--- config.mk ---
export PLATFORM = sky130hd
export DESIGN_NAME = fxp_div_seq
export DESIGN_NICKNAME = d
export VERILOG_FILES = /design/src/rtl/fxp_div_seq_pkg.sv /design/src/rtl/fxp_div_sat.sv /design/src/rtl/fxp_div_seq.sv
export SDC_FILE = /design/constraint.sdc
export NUM_CORES = 1
export LEC_CHECK = 0
export ABC_CLOCK_PERIOD_IN_PS = 2800
export BUFFER_PORTS_ARGS = -buffer_cell sky130_fd_sc_hd__buf_4
export CAP_MARGIN = 20
export CORE_MARGIN = 1
export CORE_UTILIZATION = 60
export CTS_CLUSTER_SIZE = 14
export DETAILED_ROUTE_END_ITERATION = 6
export PLACE_DENSITY = 0.93
export SKIP_LAST_GASP = 1
export SYNTH_ARGS = -nofsm -noshare
export SYNTH_HDL_FRONTEND = slang
export SYNTH_HIERARCHICAL = 1
export SYNTH_SLANG_ARGS = --single-unit
--- constraint.sdc ---
create_clock -name clk -period 2.8 [get_ports clk]
set_input_delay 0 -clock clk [delete_from_list [all_inputs] [get_ports clk]]
set_output_delay 0 -clock clk [all_outputs]
set_load 0.02 [all_outputs]
--- src/rtl/fxp_div_seq_pkg.sv ---
// Shared definitions for the sequential fixed-point divider: default widths and FSM states.
package fxp_div_seq_pkg;

   localparam int CNN_XLEN  = 16;
   localparam int AUG_FCT_B = 8;

   typedef enum logic [1:0] {
      IDLE = 2'd0,
      CALC = 2'd1,
      DONE = 2'd2
   } state_e;

endpackage

--- src/rtl/fxp_div_sat.sv ---
// Sign restore and saturation of the divider's quotient magnitude; also maps divide-by-zero.
module fxp_div_sat
   import fxp_div_seq_pkg::*;
#(
   parameter int DATA_WID = CNN_XLEN,
   parameter int QM_WID   = CNN_XLEN + AUG_FCT_B
) (
   input  logic [QM_WID-1:0]   qm,
   input  logic                sign,
   input  logic                dbz,
   input  logic                a_neg,
   output logic [DATA_WID-1:0] data,
   output logic                ovf
);

   localparam logic [DATA_WID-1:0] MAX_VAL = {1'b0, {(DATA_WID-1){1'b1}}};
   localparam logic [DATA_WID-1:0] MIN_VAL = {1'b1, {(DATA_WID-1){1'b0}}};
   localparam logic [QM_WID-1:0]   POS_LIM = QM_WID'(MAX_VAL);
   localparam logic [QM_WID-1:0]   NEG_LIM = QM_WID'(MIN_VAL);

   always_comb begin
      data = '0;
      ovf  = 1'b0;
      if (dbz) begin
         data = a_neg ? MIN_VAL : MAX_VAL;
      end else if (sign) begin
         // |min| is one larger than max, so the negative limit is inclusive of 2^(W-1)
         if (qm > NEG_LIM) begin
            data = MIN_VAL;
            ovf  = 1'b1;
         end else begin
            data = '0 - qm[DATA_WID-1:0];
         end
      end else begin
         if (qm > POS_LIM) begin
            data = MAX_VAL;
            ovf  = 1'b1;
         end else begin
            data = qm[DATA_WID-1:0];
         end
      end
   end

endmodule

--- src/rtl/fxp_div_seq.sv ---
// Sequential signed fixed-point divider: Q = (A << FRAC_B) / B, radix-2 restoring on magnitudes.
module fxp_div_seq
   import fxp_div_seq_pkg::*;
#(
   parameter int DATA_WID = CNN_XLEN,
   parameter int FRAC_B   = AUG_FCT_B
) (
   input  logic                clk,
   input  logic                reset,
   input  logic                in_valid,
   output logic                in_ready,
   input  logic [DATA_WID-1:0] A,
   input  logic [DATA_WID-1:0] B,
   output logic                out_valid,
   input  logic                out_ready,
   output logic [DATA_WID-1:0] data_out,
   output logic                ovf,
   output logic                dbz
);

   localparam int ITER  = DATA_WID + FRAC_B;
   localparam int CNT_W = $clog2(ITER);

   state_e              state_q, state_d;
   logic [CNT_W-1:0]    cnt_q, cnt_d;
   logic [DATA_WID-1:0] rem_q, rem_d;
   logic [DATA_WID:0]   bm_q, bm_d;
   logic [ITER-1:0]     dq_q, dq_d;
   logic                sign_q, sign_d;
   logic                dbz_q, dbz_d;
   logic                a_neg_q, a_neg_d;

   logic signed [DATA_WID:0] a_ext, b_ext;
   logic [DATA_WID:0]        abs_a, abs_b;
   logic [DATA_WID:0]        rem_sh;
   logic                     accept;

   assign in_ready  = (state_q == IDLE) && reset;
   assign out_valid = (state_q == DONE);
   assign accept    = in_valid && in_ready;

   always_comb begin
      a_ext  = {A[DATA_WID-1], A};
      b_ext  = {B[DATA_WID-1], B};
      abs_a  = a_ext[DATA_WID] ? -a_ext : a_ext;
      abs_b  = b_ext[DATA_WID] ? -b_ext : b_ext;
      rem_sh = {rem_q, dq_q[ITER-1]};

      state_d = state_q;
      cnt_d   = cnt_q;
      rem_d   = rem_q;
      bm_d    = bm_q;
      dq_d    = dq_q;
      sign_d  = sign_q;
      dbz_d   = dbz_q;
      a_neg_d = a_neg_q;

      case (state_q)
         IDLE: begin
            if (accept) begin
               bm_d    = abs_b;
               // |A| never exceeds 2^(W-1), so |A|<<FRAC_B fits the ITER-bit shift register
               dq_d    = ITER'({abs_a, {FRAC_B{1'b0}}});
               rem_d   = '0;
               sign_d  = A[DATA_WID-1] ^ B[DATA_WID-1];
               a_neg_d = A[DATA_WID-1];
               dbz_d   = (B == '0);
               cnt_d   = CNT_W'(ITER - 1);
               state_d = (B == '0) ? DONE : CALC;
            end
         end
         CALC: begin
            // dq holds the unconsumed dividend bits on top and quotient bits shifting in below
            if (rem_sh >= bm_q) begin
               rem_d = DATA_WID'(rem_sh - bm_q);
               dq_d  = {dq_q[ITER-2:0], 1'b1};
            end else begin
               rem_d = rem_sh[DATA_WID-1:0];
               dq_d  = {dq_q[ITER-2:0], 1'b0};
            end
            cnt_d = cnt_q - 1'b1;
            if (cnt_q == '0) begin
               state_d = DONE;
            end
         end
         DONE: begin
            if (out_ready) begin
               state_d = IDLE;
            end
         end
         default: state_d = IDLE;
      endcase
   end

   always_ff @(posedge clk) begin
      if (!reset) begin
         state_q <= IDLE;
         cnt_q   <= '0;
         rem_q   <= '0;
         bm_q    <= '0;
         dq_q    <= '0;
         sign_q  <= 1'b0;
         dbz_q   <= 1'b0;
         a_neg_q <= 1'b0;
      end else begin
         state_q <= state_d;
         cnt_q   <= cnt_d;
         rem_q   <= rem_d;
         bm_q    <= bm_d;
         dq_q    <= dq_d;
         sign_q  <= sign_d;
         dbz_q   <= dbz_d;
         a_neg_q <= a_neg_d;
      end
   end

   assign dbz = dbz_q;

   fxp_div_sat #(
      .DATA_WID (DATA_WID),
      .QM_WID   (ITER)
   ) u_sat (
      .qm    (dq_q),
      .sign  (sign_q),
      .dbz   (dbz_q),
      .a_neg (a_neg_q),
      .data  (data_out),
      .ovf   (ovf)
   );

endmodule

==> summary.md <==
| Metric | Value |
|---|---|
| Logic pwr share | `62.3%` |
| CTS Root Cell | `clkbuf_8` |
| Initial Util | `62.6%` |
| Internal Power | `3.19 mW` |
| Initial antenna violation count | `0` |
| Nets | `754` |
| CTS tree | `yes` |
| Reg power frac | `21.0%` |
| Final setup viols | `0` |
| PD cells | `1060 nW/um^2` |
| Setup Skew | `0.00930 ns` |
| PortBufs | `55` |
| Setup WS post-layout | `0.185 ns` |
| Area of the multi-input gates | `3250 sq um` |
| Power Total | `6.14 mW` |
| Synth Flop Type | `dfxtp_1` |
| Area Growth Syn to Fin | `18.6%` |
| RSZ-0062 raised after global routing | `false` |
| Routed vias/inst | `6.70` |
| Setup total negative slack | `0 ns` |
| Total GRT Usage | `35.0%` |
| Crit share post-route | `93.4%` |
| Distinct cells, synth | `71` |
| Final WL | `14.7 mm` |
| Run status | `finished clean` |
| GR Overflow Total | `0` |
| Syn nets | `693` |
| Setup repair bufs after CTS | `0` |
| H-tree levels | `3` |
| Worst Setup Start Kind | `flip-flop` |
| CTS Buffer Depth | `2` |
| Kind of critical path | `flip-flop to flip-flop` |
| CTS sink cnt | `67` |
| N_diodes | `0` |
| CTS clk-pin slew, worst paths | `0.08 ns` |
| Final Hold Fails | `0` |
| Largest net degree at the start of global routing | `34` |
| Initial DRC count | `500` |
| Proportion of layout cells with a drive suffix above 1 | `14.9%` |
| Relative slew slack | `52.3%` |
| Reg area | `1340 sq um` |
| First-pass GRT wire length | `23.8 mm` |
| # IOs | `56` |
| Wire per inst | `18.3 um` |
| Cells taking the most area after synthesis | `dfxtp_1 27%, ha_1 5.6%, nand2_1 4.6%` |
| Asr flop ratio synth | `0%` |
| Die ar. | `8510 sq um` |
| Gate Count Post-Synth | `634` |
| Worst skew pair latency | `0.36 ns` |
| Min Tclk post-route | `2.61 ns` |
| Pre-CTS setup slack | `0.170 ns` |
| Critical Path Fanout Max | `11` |
| Vias in the first global route | `5,091` |
| Fmax | `382 MHz` |
| Via count | `5,374` |
| Fillers | `566` |
| Core area | `7810 sq um` |
| Syn avg cell area | `7.71 sq um` |
| Worst endpoint required time | `3.05 ns` |
| Switching power | `2.96 mW` |
| Antenna-violating nets left | `0` |
| Maxcap violations | `0` |
| Chip Height | `92.3 um` |
| HPWL Detailed | `9.73 mm` |
| Worst Tran Pin Value | `0.709 ns` |
| Hold Path Class | `primary input to flip-flop` |
| Number of cell rows | `32` |
| P_leak | `2.34 nW` |
| Largest area contributor in the netlist | `dfxtp_1` |
| Synth top area share | `27.4%` |
| DRT Pass-1 Iters | `5` |
| Horiz. Die Dim | `92.3 um` |
| DRC viols | `0` |
| Max Slew Vio Count | `0` |
| Mapped cell area | `4890 sq um` |
| RD Place Congestion | `0.994` |
| Sw frac | `48.1%` |
| Worst VDD drop | `0.811 mV` |
| Clock share of power | `16.8%` |
| Yosys reg bits | `67` |
| Setup crit end kind | `flip-flop` |
| YS warnings | `6` |
| Critical path data arrival time | `2.87 ns` |
| R2r setup slk | `0.19 ns` |
| Sequential area share after synthesis | `27.4%` |
| Post-synth EDFFs | `0` |
| Cts bufs inserted | `9` |
[final timing paths]
check | cells past startpoint | to | startpoint
setup / recovery | 8 | rem_q[9] | bm_q[6]
hold / removal | 3 | bm_q[11] | B[11]
setup reg to reg | 8 | rem_q[9] | bm_q[6]
hold reg to reg | 2 | bm_q[2] | bm_q[2]
[cell type report]
cell class                 count  share of cell area [%]
tap                          102                    2.20
inverter                      33                    2.14
multi-input combinational    497                    56.1
timing repair buffer          87                    12.1
clock inverter                 6                    1.94
clock buffer                  10                    2.37
sequential                    67                    23.1
[sequential cells by signal, indices dropped and copies added, names as in the netlist]
name,flops
dq_q,24
bm_q,17
rem_q,16
cnt_q,5
state_q,2
a_neg_q,1
dbz,1
sign_q,1
[Yosys cell counts (all sizes together), types with 12 or more instances]
| master | number |
|---|---|
| a211oi | 12 |
| a21oi | 43 |
| clkbuf | 25 |
| dfxtp | 67 |
| ha | 22 |
| inv | 33 |
| nand2 | 61 |
| nand3 | 31 |
| nor2 | 40 |
| nor3 | 18 |
| o211ai | 19 |
| o21ai | 48 |
| o31ai | 12 |
| xnor2 | 20 |
| xor2 | 23 |
[cell usage in the layout (no fill, tap or decap), drive strengths merged, types with 18 or more instances in the layout]
cell type	n
o211ai	19
buf	66
o21ai	48
dlygate4sd3	20
nor2	40
a21oi	43
xor2	23
inv	33
nand3	31
xnor2	20
ha	22
nor3	18
nand2	61
dfxtp	67
[layer usage]
layer | GRT usage, % | vias up | part of all wire, %
met4 | 16.0 | 0 | 2.9
met1 | 43.3 | 2541 | 40
li1 | - | 2465 | -
met3 | 5.22 | 47 | 8.4
met5 | 0 | - | 0
met2 | 59.8 | 321 | 49
[logic make-up after synthesis]
logic type | count (synthesis) | share of synthesized area, %
simple gates | 228 | 24.5
compound gates | 202 | 27.8
buf+inv | 70 | 6.32
flops | 67 | 27.4
xor+xnor | 43 | 7.70
fa+ha+maj | 23 | 6.04
mux | 1 | 0.205
[critical path, stage by stage (launching register included)]
cell and delay, ns:
dfxtp_1 0.33, inv_1 0.04, ha_1 0.41, nand4_1 0.23
nor2_1 0.17, a41oi_1 0.16, o21a_1 0.36, or4_1 0.57
a41o_1 0.23
[power groups by stage]
| stage | clock network [mW] | registers, mW | logic, mW |
|---|---|---|---|
| finish | 1.03 | 1.29 | 3.82 |
| global route | 1.08 | 1.31 | 4.14 |
| CTS | 1.03 | 1.28 | 3.69 |
| detailed placement | 0 | 1.29 | 3.62 |
| global placement | 0 | 1.28 | 3.53 |
| floorplan | 0 | 1.24 | 2.76 |
[stage by stage]
step	hold slack [ns]	cells	utilization [%]	area [sq um]
final	0.0120	802	74.3	5800
after global routing	0.0105	802	74.3	5800
after CTS	0.00126	801	74.0	5780
after detailed placement	0.313	765	68.3	5330
after global placement	0.294	765	68.3	5330
after floorplan	0.175	634	-	4890
[timing repair]
action	4_1_cts	5_1_grt
setup endpoints to repair	0	11
hold buffers	20	0
gates resized for setup	0	2
endpoints found under the hold margin	20	0
No activity file was read; power rests on OpenSTA's default activity.
